<file path="src/rtl/alu_seq_ctrl.sv">
// alu_seq_ctrl: 16-bit ADD/SUB/LSL/XOR sequencer driving an external 8-bit
// combinational ALU, one byte operation per clock, carries chained by the
// sequencer. Optional signed-overflow flag output enabled by ALU_SEQ_OVF_EN.
module alu_seq_ctrl #(
   parameter int unsigned SHAMT_W = 4
) (
   input  logic               Clk,
   input  logic               Rst_n,
   input  logic               start,
   input  logic [1:0]         op,
   input  logic [15:0]        a,
   input  logic [15:0]        b,
   input  logic [SHAMT_W-1:0] shamt,
   output logic               busy,
   output logic               done,
   output logic [15:0]        result,
   output logic               carry_out,
   output logic               zero,
   output logic [2:0]         alu_op,
   output logic [1:0]         alu_mode,
   output logic [7:0]         alu_a,
   output logic [7:0]         alu_b,
   output logic               alu_sci,
   output logic               alu_ci,
   output logic               alu_odd,
   input  logic [7:0]         alu_rslt,
   input  logic               alu_sco,
   input  logic               alu_co
`ifdef ALU_SEQ_OVF_EN
   ,
   output logic               ovf
`endif
);

   typedef enum logic [3:0] {
      S_IDLE, S_ADD_LO, S_ADD_HI, S_INV_LO, S_INV_HI,
      S_SHL_LO, S_SHL_HI, S_XOR_LO, S_XOR_HI, S_DONE
   } state_t;

   state_t             state;
   logic [15:0]        r;      // working result / operand A
   logic [15:0]        bb;     // working operand B (inverted in place for SUB)
   logic [SHAMT_W-1:0] cnt;    // remaining shift steps
   logic [1:0]         opr;    // latched opcode
   logic               cy;     // carry chained between bytes / final carry
   logic               sbit;   // bit shifted out of the low byte
`ifdef ALU_SEQ_OVF_EN
   logic               ovf_w;
`endif

   // ALU drive decoded from the current state and working registers
   always_comb begin
      alu_op   = 3'b010;
      alu_mode = 2'b00;
      alu_a    = 8'h00;
      alu_b    = 8'h00;
      alu_sci  = 1'b0;
      alu_ci   = 1'b0;
      alu_odd  = 1'b0;
      case (state)
         S_ADD_LO: begin
            alu_op = 3'b000;
            alu_a  = r[7:0];
            alu_b  = bb[7:0];
            alu_ci = (opr == 2'b01);   // +1 completes two's complement for SUB
         end
         S_ADD_HI: begin
            alu_op = 3'b000;
            alu_a  = r[15:8];
            alu_b  = bb[15:8];
            alu_ci = cy;
         end
         S_INV_LO: begin
            alu_op = 3'b001;
            alu_a  = bb[7:0];
            alu_b  = 8'hFF;
         end
         S_INV_HI: begin
            alu_op = 3'b001;
            alu_a  = bb[15:8];
            alu_b  = 8'hFF;
         end
         S_XOR_LO: begin
            alu_op = 3'b001;
            alu_a  = r[7:0];
            alu_b  = bb[7:0];
         end
         S_XOR_HI: begin
            alu_op = 3'b001;
            alu_a  = r[15:8];
            alu_b  = bb[15:8];
         end
         S_SHL_LO: begin
            alu_op = 3'b101;
            alu_a  = r[7:0];
         end
         S_SHL_HI: begin
            alu_op = 3'b101;
            alu_a  = r[15:8];
         end
         default: ;
      endcase
   end

   // sequencer FSM: accept, per-byte result capture, completion flags
   always_ff @(posedge Clk or negedge Rst_n) begin
      if (!Rst_n) begin
         state     <= S_IDLE;
         r         <= '0;
         bb        <= '0;
         cnt       <= '0;
         opr       <= '0;
         cy        <= 1'b0;
         sbit      <= 1'b0;
         busy      <= 1'b0;
         done      <= 1'b0;
         result    <= '0;
         carry_out <= 1'b0;
         zero      <= 1'b0;
`ifdef ALU_SEQ_OVF_EN
         ovf_w     <= 1'b0;
         ovf       <= 1'b0;
`endif
      end else begin
         case (state)
            S_IDLE: begin
               done <= 1'b0;
               // busy still high here only during the done pulse; start ignored then
               if (busy) begin
                  busy <= 1'b0;
               end else if (start) begin
                  r    <= a;
                  bb   <= b;
                  cnt  <= shamt;
                  opr  <= op;
                  cy   <= 1'b0;
                  busy <= 1'b1;
`ifdef ALU_SEQ_OVF_EN
                  ovf_w <= 1'b0;
`endif
                  case (op)
                     2'b00:   state <= S_ADD_LO;
                     2'b01:   state <= S_INV_LO;
                     2'b10:   state <= (shamt == '0) ? S_DONE : S_SHL_LO;
                     default: state <= S_XOR_LO;
                  endcase
               end
            end
            S_ADD_LO: begin
               r[7:0] <= alu_rslt;
               cy     <= alu_co;
               state  <= S_ADD_HI;
            end
            S_ADD_HI: begin
               r[15:8] <= alu_rslt;
               cy      <= alu_co;
`ifdef ALU_SEQ_OVF_EN
               ovf_w   <= (r[15] == bb[15]) && (alu_rslt[7] != r[15]);
`endif
               state   <= S_DONE;
            end
            S_INV_LO: begin
               bb[7:0] <= alu_rslt;
               state   <= S_INV_HI;
            end
            S_INV_HI: begin
               bb[15:8] <= alu_rslt;
               state    <= S_ADD_LO;
            end
            S_XOR_LO: begin
               r[7:0] <= alu_rslt;
               state  <= S_XOR_HI;
            end
            S_XOR_HI: begin
               r[15:8] <= alu_rslt;
               cy      <= 1'b0;
               state   <= S_DONE;
            end
            S_SHL_LO: begin
               r[7:0] <= alu_rslt;
               sbit   <= alu_sco;
               state  <= S_SHL_HI;
            end
            S_SHL_HI: begin
               // ALU shifts a 0 into bit 0; the low byte's outgoing bit belongs there
               r[15:8] <= {alu_rslt[7:1], alu_rslt[0] | sbit};
               cy      <= alu_sco;
               cnt     <= cnt - 1'b1;
               state   <= (cnt == SHAMT_W'(1)) ? S_DONE : S_SHL_LO;
            end
            S_DONE: begin
               result    <= r;
               carry_out <= cy;
               zero      <= (r == '0);
               done      <= 1'b1;
`ifdef ALU_SEQ_OVF_EN
               ovf       <= ovf_w;
`endif
               state     <= S_IDLE;
            end
            default: state <= S_IDLE;
         endcase
      end
   end

endmodule

</file>
<file path="config.mk">
export PLATFORM = sky130hd
export DESIGN_NAME = alu_seq_ctrl
export DESIGN_NICKNAME = d
export VERILOG_FILES = /design/src/rtl/alu_seq_ctrl.sv
export SDC_FILE = /design/constraint.sdc
export NUM_CORES = 1
export LEC_CHECK = 0
export ABC_AREA = 1
export BUFFER_PORTS_ARGS = -buffer_cell sky130_fd_sc_hd__buf_2
export CAP_MARGIN = 15
export CORE_MARGIN = 3
export CORE_UTILIZATION = 55
export CTS_BUF_LIST = sky130_fd_sc_hd__clkbuf_2 sky130_fd_sc_hd__clkbuf_4 sky130_fd_sc_hd__clkbuf_8
export DETAILED_ROUTE_END_ITERATION = 6
export PLACE_DENSITY = 0.88
export REMOVE_ABC_BUFFERS = 1
export SETUP_SLACK_MARGIN = 0.15
export SLEW_MARGIN = 20
export SYNTH_ARGS = -nofsm -noshare
export SYNTH_HDL_FRONTEND = slang
export SYNTH_SLANG_ARGS = --single-unit
</file>
<file path="constraint.sdc">
create_clock -name Clk -period 1.6 [get_ports Clk]
set_input_delay 0.24 -clock Clk [delete_from_list [all_inputs] [get_ports Clk]]
set_output_delay 0.24 -clock Clk [all_outputs]
set_load 0.05 [all_outputs]
</file>
After elaboration in Yosys (flattened, before gate mapping) --
Cells that the tools add are included.
Operators by class: add/subtract/negate cells 1, equal/unequal tests 15, muxes and demuxes 27, bitwise logic cells 2, reduce and logical (&&, ||, !) cells 27
Operators by type and width (count):
- 16-bit two-way mux | 4
- 8-bit one-hot mux with 2 select lines | 3
- 8-bit one-hot mux with 3 select lines | 2
- 4-bit one-hot mux with 8 select lines | 1
- 8-bit one-hot mux with 4 select lines | 1
- 4-bit two-way mux | 6
- 3-bit AND reduction | 7
- 4-bit by 3-bit equality test with 1-bit output, second input constant | 4
- 16-bit logical NOT | 1
- 4-bit one-hot mux with 3 select lines | 1
- 2-bit nonzero test | 5
- 2-bit OR reduction | 5
- 3-bit one-hot mux with 3 select lines | 1
- 4-bit by 1-bit equality test with 1-bit output, second input constant | 2
- 4-bit by 2-bit equality test with 1-bit output, second input constant | 2
- 4-bit equality test, second input constant | 2
- 4-bit logical NOT | 2
- 4-bit one-hot mux with 2 select lines | 1
- 3-bit OR reduction | 2
- 2-bit by 1-bit equality test with 1-bit output, second input constant | 2
- 1-bit two-way mux | 4
- 2-bit inequality test, second input constant | 2
- 1-bit one-hot mux with 2 select lines | 2
- 1-bit one-hot mux with 4 select lines | 1
- 9 further kinds | 9
Word-level totals: register bits 64, input bits 51, output and inout bits 44, logic and storage cells 86

Longest topological paths before layout --
Gate-level depths: netlist (run 1).
depth in word-level cells 6, mapped depth 10, mapped depth without buffers 9

Worst setup path after synthesis (run 1) --
OpenSTA, ideal clock, no wires.
path kind register to output, start register state[1], end output alu_op[1], arrival time 2.189 ns, required time 1.360 ns, slack -0.829 ns, stages on the path, launching flop included 8, path buffers 0, cell sequence dfrtp_1 > nand2_1 > inv_2 > nand2_4 > nand2_2 > a21oi_1 > nand3_1 > nor2_1
Between the ends: cells in the longest elaborated chain, start to end 3, elaborated cells between the ends (all ways) 12, classes of those cells 8 x eq/ne; 1 x mux; 3 x reduce/logical
RTL lines:
- start, declared | RTL line 40 | state_t state;
- start signal, assigned | RTL line 144 | 2'b10: state <= (shamt == '0) ? S_DONE : S_SHL_LO;
- start signal, assigned | RTL line 189 | state <= (cnt == SHAMT_W'(1)) ? S_DONE : S_SHL_LO;
- 4-bit by 3-bit equality test with 1-bit output (tied with other cells) | RTL line 60 | case (state)
- 4-bit OR reduction (no source line) or 2-bit OR reduction (tied branches)
- 3-bit one-hot mux with 3 select lines (*) | RTL line 60
- end, declared | RTL line 19 | output logic [2:0] alu_op,
Mark *: on every way between the ends. The rest lies on a longest branch, timed or not.

Final worst setup path (run 1) --
start register state[0], end output alu_a[5]
Between the ends: cells in the longest elaborated chain, start to end 3, elaborated cells between the ends (all ways) 11, classes of those cells 8 x eq/ne; 1 x mux; 2 x reduce/logical
RTL lines:
- 4-bit by 3-bit equality test with 1-bit output (tied with other cells) | RTL line 60
- 3-bit OR reduction (no source line)
- 8-bit one-hot mux with 4 select lines (*) | RTL line 60
- end, declared | RTL line 21 | output logic [7:0] alu_a,
Marked as above.

==> results.toml, run 1 <==
[place]
dp_hpwl_um = 7728
gp_congestion = 0.9329
io_buffer_count = 90

[layout]
drive_above_1_share_pct = 52.85
n_antenna_cell = 0
syn2layout_area_growth_pct = 61.29
fillers = 191
fin_nets = 697
utilization_pct = 93.84

[clocking]
numCtsBuffers = 9
cts_tree = "done"
clk_pin_slew_ns = 0.09
worstSkewPairLatency_ns = 0.38
h-tree-depth = 3
clockRootBuffer = "clkbuf_8"
cts_sinks = 64
clock_path_buffers = 2

[timing]
whs_ns = 0.1297
finalCritPeriodShare_pct = 136.4
slew_violations = 0
finClkSkew_ns = 0.01224
hold_viol = 0
finalSetupViolations = 64
fin_crit_ns = 2.182
rsz0062_at_grt = "true"
clock.fmax_mhz = 458.3
fin_ws_ns = -0.5820

[status]
violations = "design-rule violations, negative setup slack"
status = "complete, but fails checks"

[worst_setup_path]
end_kind = "output port"
cp_max_fo = 6
start_kind = "register"
required_ns = 1.36
worstPathArrival_ns = 1.94
critPathKind = "register to output port"

[synth]
synth_edf_count = 0
ys_top_cells_by_area = "dfrtp_1 (42%), nand2_1 (14%), o21ai_0 (6.2%), inv_1 (6.1%), o21ai_2 (3.7%)"
syn-cell-area_mm2 = 0.003779
postSynthAreaPerCell_um2 = 7.823
syn_inst = 483
yosysSeqAreaShare_pct = 42.38
synth_top_cell_by_area = "dfrtp_1"
synth_warnings = 0
synth_cell_type_count = 37
synth_top_area_share_pct = 42.38
ys.flop_type = "dfrtp_1"
synth-seq-cells = 64
async_flop_share_pct = 100.0

[global_routing]
grt_pass1_wl_um = 20240
grt_pass1_vias = 4156
grtUsageTotal_pct = 34.31
grt_max_degree = 50
antenna_found_initial = 1
grt-ovfl-total = 0

[die]
ios = 95
dieArea_mm2 = 0.007901
fp-row-count = 29
die-height_um = 88.89
start_util_pct = 58.18
core_area_mm2 = 0.006495
die_w_um = 88.89

[detailed_routing]
routed_wl_um = 20260
wl_per_cell_um = 27.90
drt_iter0_drc = 718
drc_errors = 4
vias_per_cell = 6.983
first_pass_iters = 7
final_antenna_net_count = 0
num_vias = 5070

[run]
drv_cap = 0

[min_path]
hold_class = "input port to register"
-- critical path, cell delays in order, from the launching register on --
cell	delay [ns]
dfrtp_2	0.50
nand2_1	0.12
inv_2	0.11
nand2_4	0.12
buf_8	0.15
nand2_8	0.09
a21oi_2	0.17
nand2_1	0.12
buf_6	0.17
-- state kept, by name (all words and copies together) (netlist names), 2 cells and up --
signal / flops
result: 16
r: 16
bb: 16
state: 4
cnt: 4
opr: 2
-- kinds of logic after synthesis --
family / after synthesis / synth area share (%)
AOI/OAI and AO/OA: 106 / 16.16
xor gates and xnor gates: 2 / 0.4637
and+or+nand+nor: 217 / 27.85
DFF: 64 / 42.38
adders and majority gates: 2 / 0.6621
buffers and inverters: 91 / 12.38
other: 1 / 0.09924
-- layer usage --
metal / global-route usage (%) / up-vias / share of wire [%]
met5: 0 / - / 0.10
met4: 20.19 / 2 / 11
met3: 9.590 / 246 / 15
met2: 54.86 / 649 / 42
met1: 41.22 / 2309 / 32
li1: - / 1864 / -
-- stage by stage --
| stage | instance area (um2) | setup WS (ns) | cells | setup TNS [ns] |
|---|---|---|---|---|
| 4_1_cts | 5155 | -0.4173 | 704 | -8.761 |
| 2_1_floorplan | 3600 | -0.9454 | 467 | -7.188 |
| 5_1_grt | 6095 | -0.5845 | 726 | -19.99 |
| 3_5_place_dp | 4457 | -0.2106 | 672 | -3.209 |
| 6_report | 6095 | -0.5820 | 726 | -19.92 |
| 3_3_place_gp | 4457 | -0.1697 | 672 | -1.675 |
-- cell usage after synthesis, types with 2 or more instances --
| cell | instances |
|---|---|
| buf_6 | 4 |
| nand3_4 | 2 |
| nor2_1 | 13 |
| o21ai_2 | 16 |
| ha_1 | 2 |
| nor2_4 | 5 |
| buf_2 | 3 |
| inv_4 | 3 |
| dfrtp_1 | 64 |
| o21ai_0 | 47 |
| nand2_2 | 16 |
| nand4_1 | 3 |
| nand2_1 | 144 |
| inv_2 | 8 |
| buf_12 | 3 |
| clkbuf_1 | 3 |
| nand3_1 | 20 |
| o21ai_1 | 9 |
| o22ai_1 | 9 |
| nand2_4 | 7 |
| buf_4 | 4 |
| a21oi_1 | 22 |
| nor2_2 | 2 |
| inv_1 | 61 |
-- path summary, 6_finish.rpt --
kind	slack [ns]	cells past startpoint	endpoint	from
max	-0.58	8	alu_a[5]	state[0]$_DFFE_PN0P_
min	0.13	3	sbit$_DFFE_PN0P_	alu_sco
max reg2reg	-0.45	9	r[1]$_DFFE_PN0P_	state[0]$_DFFE_PN0P_
min reg2reg	0.52	2	result[8]$_DFFE_PN0P_	result[8]$_DFFE_PN0P_
max in group asynchronous	0.66	3	state[2]$_DFFE_PN0P_	Rst_n
min in group asynchronous	0.31	2	result[1]$_DFFE_PN0P_	Rst_n
-- layout make-up --
cell class                      instances  area [um2]  share of cell area, %
Inverter                               72       327.8                  5.379
Multi-Input combinational cell        337        2486                  40.79
Timing Repair Buffer                  158        1330                  21.82
Tap cell                               77       96.34                  1.581
Timing Repair inverter                  2       20.02                 0.3285
Clock inverter                          7       103.9                  1.704
Clock buffer                            9       123.9                  2.032
Sequential cell                        64        1607                  26.36
-- cells in the final DEF (no fill, tap or decap), types with 9 or more instances in the layout --
cell type and n:
nand2_1 109, buf_2 70, dfrtp_1 60, inv_1 58
buf_4 40, nand2_2 30, buf_6 29, o21ai_2 26
o21ai_0 26, nand2_4 21, o21ai_1 16, nand2_8 13
a21oi_2 11, nand3_2 11, buf_12 10, nor2_4 9
nor2_1 9, clkbuf_8 9
-- repair_timing --
action / 4_1_cts / 5_1_grt
setup buffers: 11 / 16
resized for setup: 92 / 168
pin swaps: 17 / 29
gates cloned: 4 / 6
setup endpoints to repair: 75 / 80
endpoints found under the hold margin: 15 / 0
hold buffers: 1 / 0
Power of run 1 is left out: the tool's default activity adds up to more than one toggle a clock period on the data nets, which glitch-free logic cannot reach.
==> run 2, diff against run 1 <==
clock period = 2.1 ns   (was 1.6 ns; I/O delays follow)
==> run 2 against run 1 <==
The flow still finishes with violations (design-rule violations, negative setup slack). Flip-flop and latch count unchanged. Hold slack better by 0.070 ns. Via count down 4.9%. Setup slack better by 0.36 ns. Clock skew up 0.010 ns. Global-route usage up 1.2 points. First-iteration DRC count up 9.7%. Non-clock buffer count down 16. Core utilization down 8.1 points. Final cell count down 2.3%.
==> results.toml, run 2 (synthesis gave the netlist of run 1 again) <==
[clocking]
numCtsBuffers = 9
clockRootBuffer = "clkbuf_8"
cts_tree = "done"
h-tree-depth = 3
worstSkewPairLatency_ns = 0.38
clock_path_buffers = 2
cts_sinks = 64
clk_pin_slew_ns = 0.10

[status]
violations = "design-rule violations, negative setup slack"
status = "complete, but fails checks"

[detailed_routing]
drc_errors = 26
top_layer = "met4"
first_pass_iters = 7
routed-wl-met3_um = 3012
wl_met2_um = 7673
drt_iter0_drc = 788
final_antenna_net_count = 0
wl_per_cell_um = 25.64
routed_wl_um = 18180
num_vias = 4823
met1_length_um = 5655
vias_per_cell = 6.803

[global_routing]
antenna_found_initial = 0
grt_max_degree = 40
grt-ovfl-total = 0
grt_pass1_vias = 4155
grt_pass1_wl_um = 20750
grtUsageTotal_pct = 35.46

[die]
die-height_um = 88.89
fp-row-count = 29
start_util_pct = 58.18
ios = 95
dieArea_mm2 = 0.007901
die_w_um = 88.89
core_area_mm2 = 0.006495

[timing]
whs_ns = 0.2002
clock.fmax_mhz = 429.9
finalCritPeriodShare_pct = 110.8
finClkSkew_ns = 0.02274
max_slew_margin_pct = 57.56
fin_ws_ns = -0.2259
slew_violations = 0
worst_pin_slew_ns = 0.6343
finalSetupViolations = 23
fin_crit_ns = 2.326
hold_viol = 0
rsz0062_at_grt = "true"

[layout]
fillers = 295
drive_above_1_share_pct = 44.46
syn2layout_area_growth_pct = 47.35
top_regs = "bb (16), r (16), result (16)"
layout_commonest_cell = "nand2_1"
final_cell_mix = "nand2_1 (133), buf_2 (70), dfrtp_1 (60)"
utilization_pct = 85.73
fin_nets = 680
n_antenna_cell = 0

[min_path]
holdCritStartpoint = "alu_sco"
hold_class = "input port to register"

[worst_setup_path]
rr_startpoint = "state[3]$_DFFE_PN0P_"
end_kind = "output port"
crit_start = "state[3]$_DFFE_PN0P_"
required_ns = 1.78
cp_max_fo = 6
start_kind = "register"
critPathKind = "register to output port"
worstPathArrival_ns = 2.01

[run]
drv_cap = 0

[place]
gp_congestion = 0.8807
io_buffer_count = 90
dp_hpwl_um = 6976
==> run 2: what timing repair did <==
item                                    in CTS  in global routing
gates cloned                                 5                  2
hold buffers                                 1                  0
setup buffers                               22                 24
pin swaps                                   14                 23
hold endpoints to repair                    25                  0
endpoints found under the setup margin      20                 41
gates resized for setup                     87                 81
==> run 2: final timing paths <==
check / cells after the start / slack [ns] / end
worst max-delay path: 8 / -0.23 / alu_a[6]
worst min-delay path: 3 / 0.20 / sbit$_DFFE_PN0P_
worst max register to register: 12 / -0.03 / r[12]$_DFFE_PN0P_
worst min register to register: 2 / 0.49 / result[5]$_DFFE_PN0P_
max in group asynchronous: 3 / 0.96 / state[2]$_DFFE_PN0P_
min in group asynchronous: 2 / 0.47 / result[14]$_DFFE_PN0P_
==> run 2: worst max-delay path, cell delays in order (launching register included) <==
cell and delay (ns):
dfrtp_2 0.50, nor2_4 0.20, buf_6 0.14, nand2_8 0.10, buf_12 0.17, o22ai_4 0.13, a21oi_1 0.08, nand2_1 0.13
buf_6 0.17
==> run 2: cell type report <==
type	instances	area, um2	area share [%]
Clock inverter	7	78.83	1.416
Clock buffer	9	123.9	2.225
Timing Repair Buffer	142	1080	19.39
Tap cell	77	96.34	1.730
Inverter	72	302.8	5.438
Sequential cell	64	1607	28.85
Multi-Input combinational cell	338	2280	40.94
==> run 2: per-layer routing <==
layer	up-vias	global-route usage [%]
met5	-	1.948
met4	0	26.79
met3	205	9.870
met2	618	54.25
met1	2173	42.04
li1	1827	-
==> run 2: per-stage QoR <==
step | setup TNS [ns] | cell area, um2 | worst slack (ns) | std cells
after floorplan | -2.695 | 3600 | -0.5204 | 467
after global placement | 0 | 4197 | 0.1843 | 639
after detailed placement | 0 | 4197 | 0.1532 | 639
after CTS | 0 | 5001 | 0.01305 | 683
after global routing | -3.496 | 5568 | -0.2973 | 709
final | -2.486 | 5568 | -0.2259 | 709
Power of run 2 is left out for the same reason.
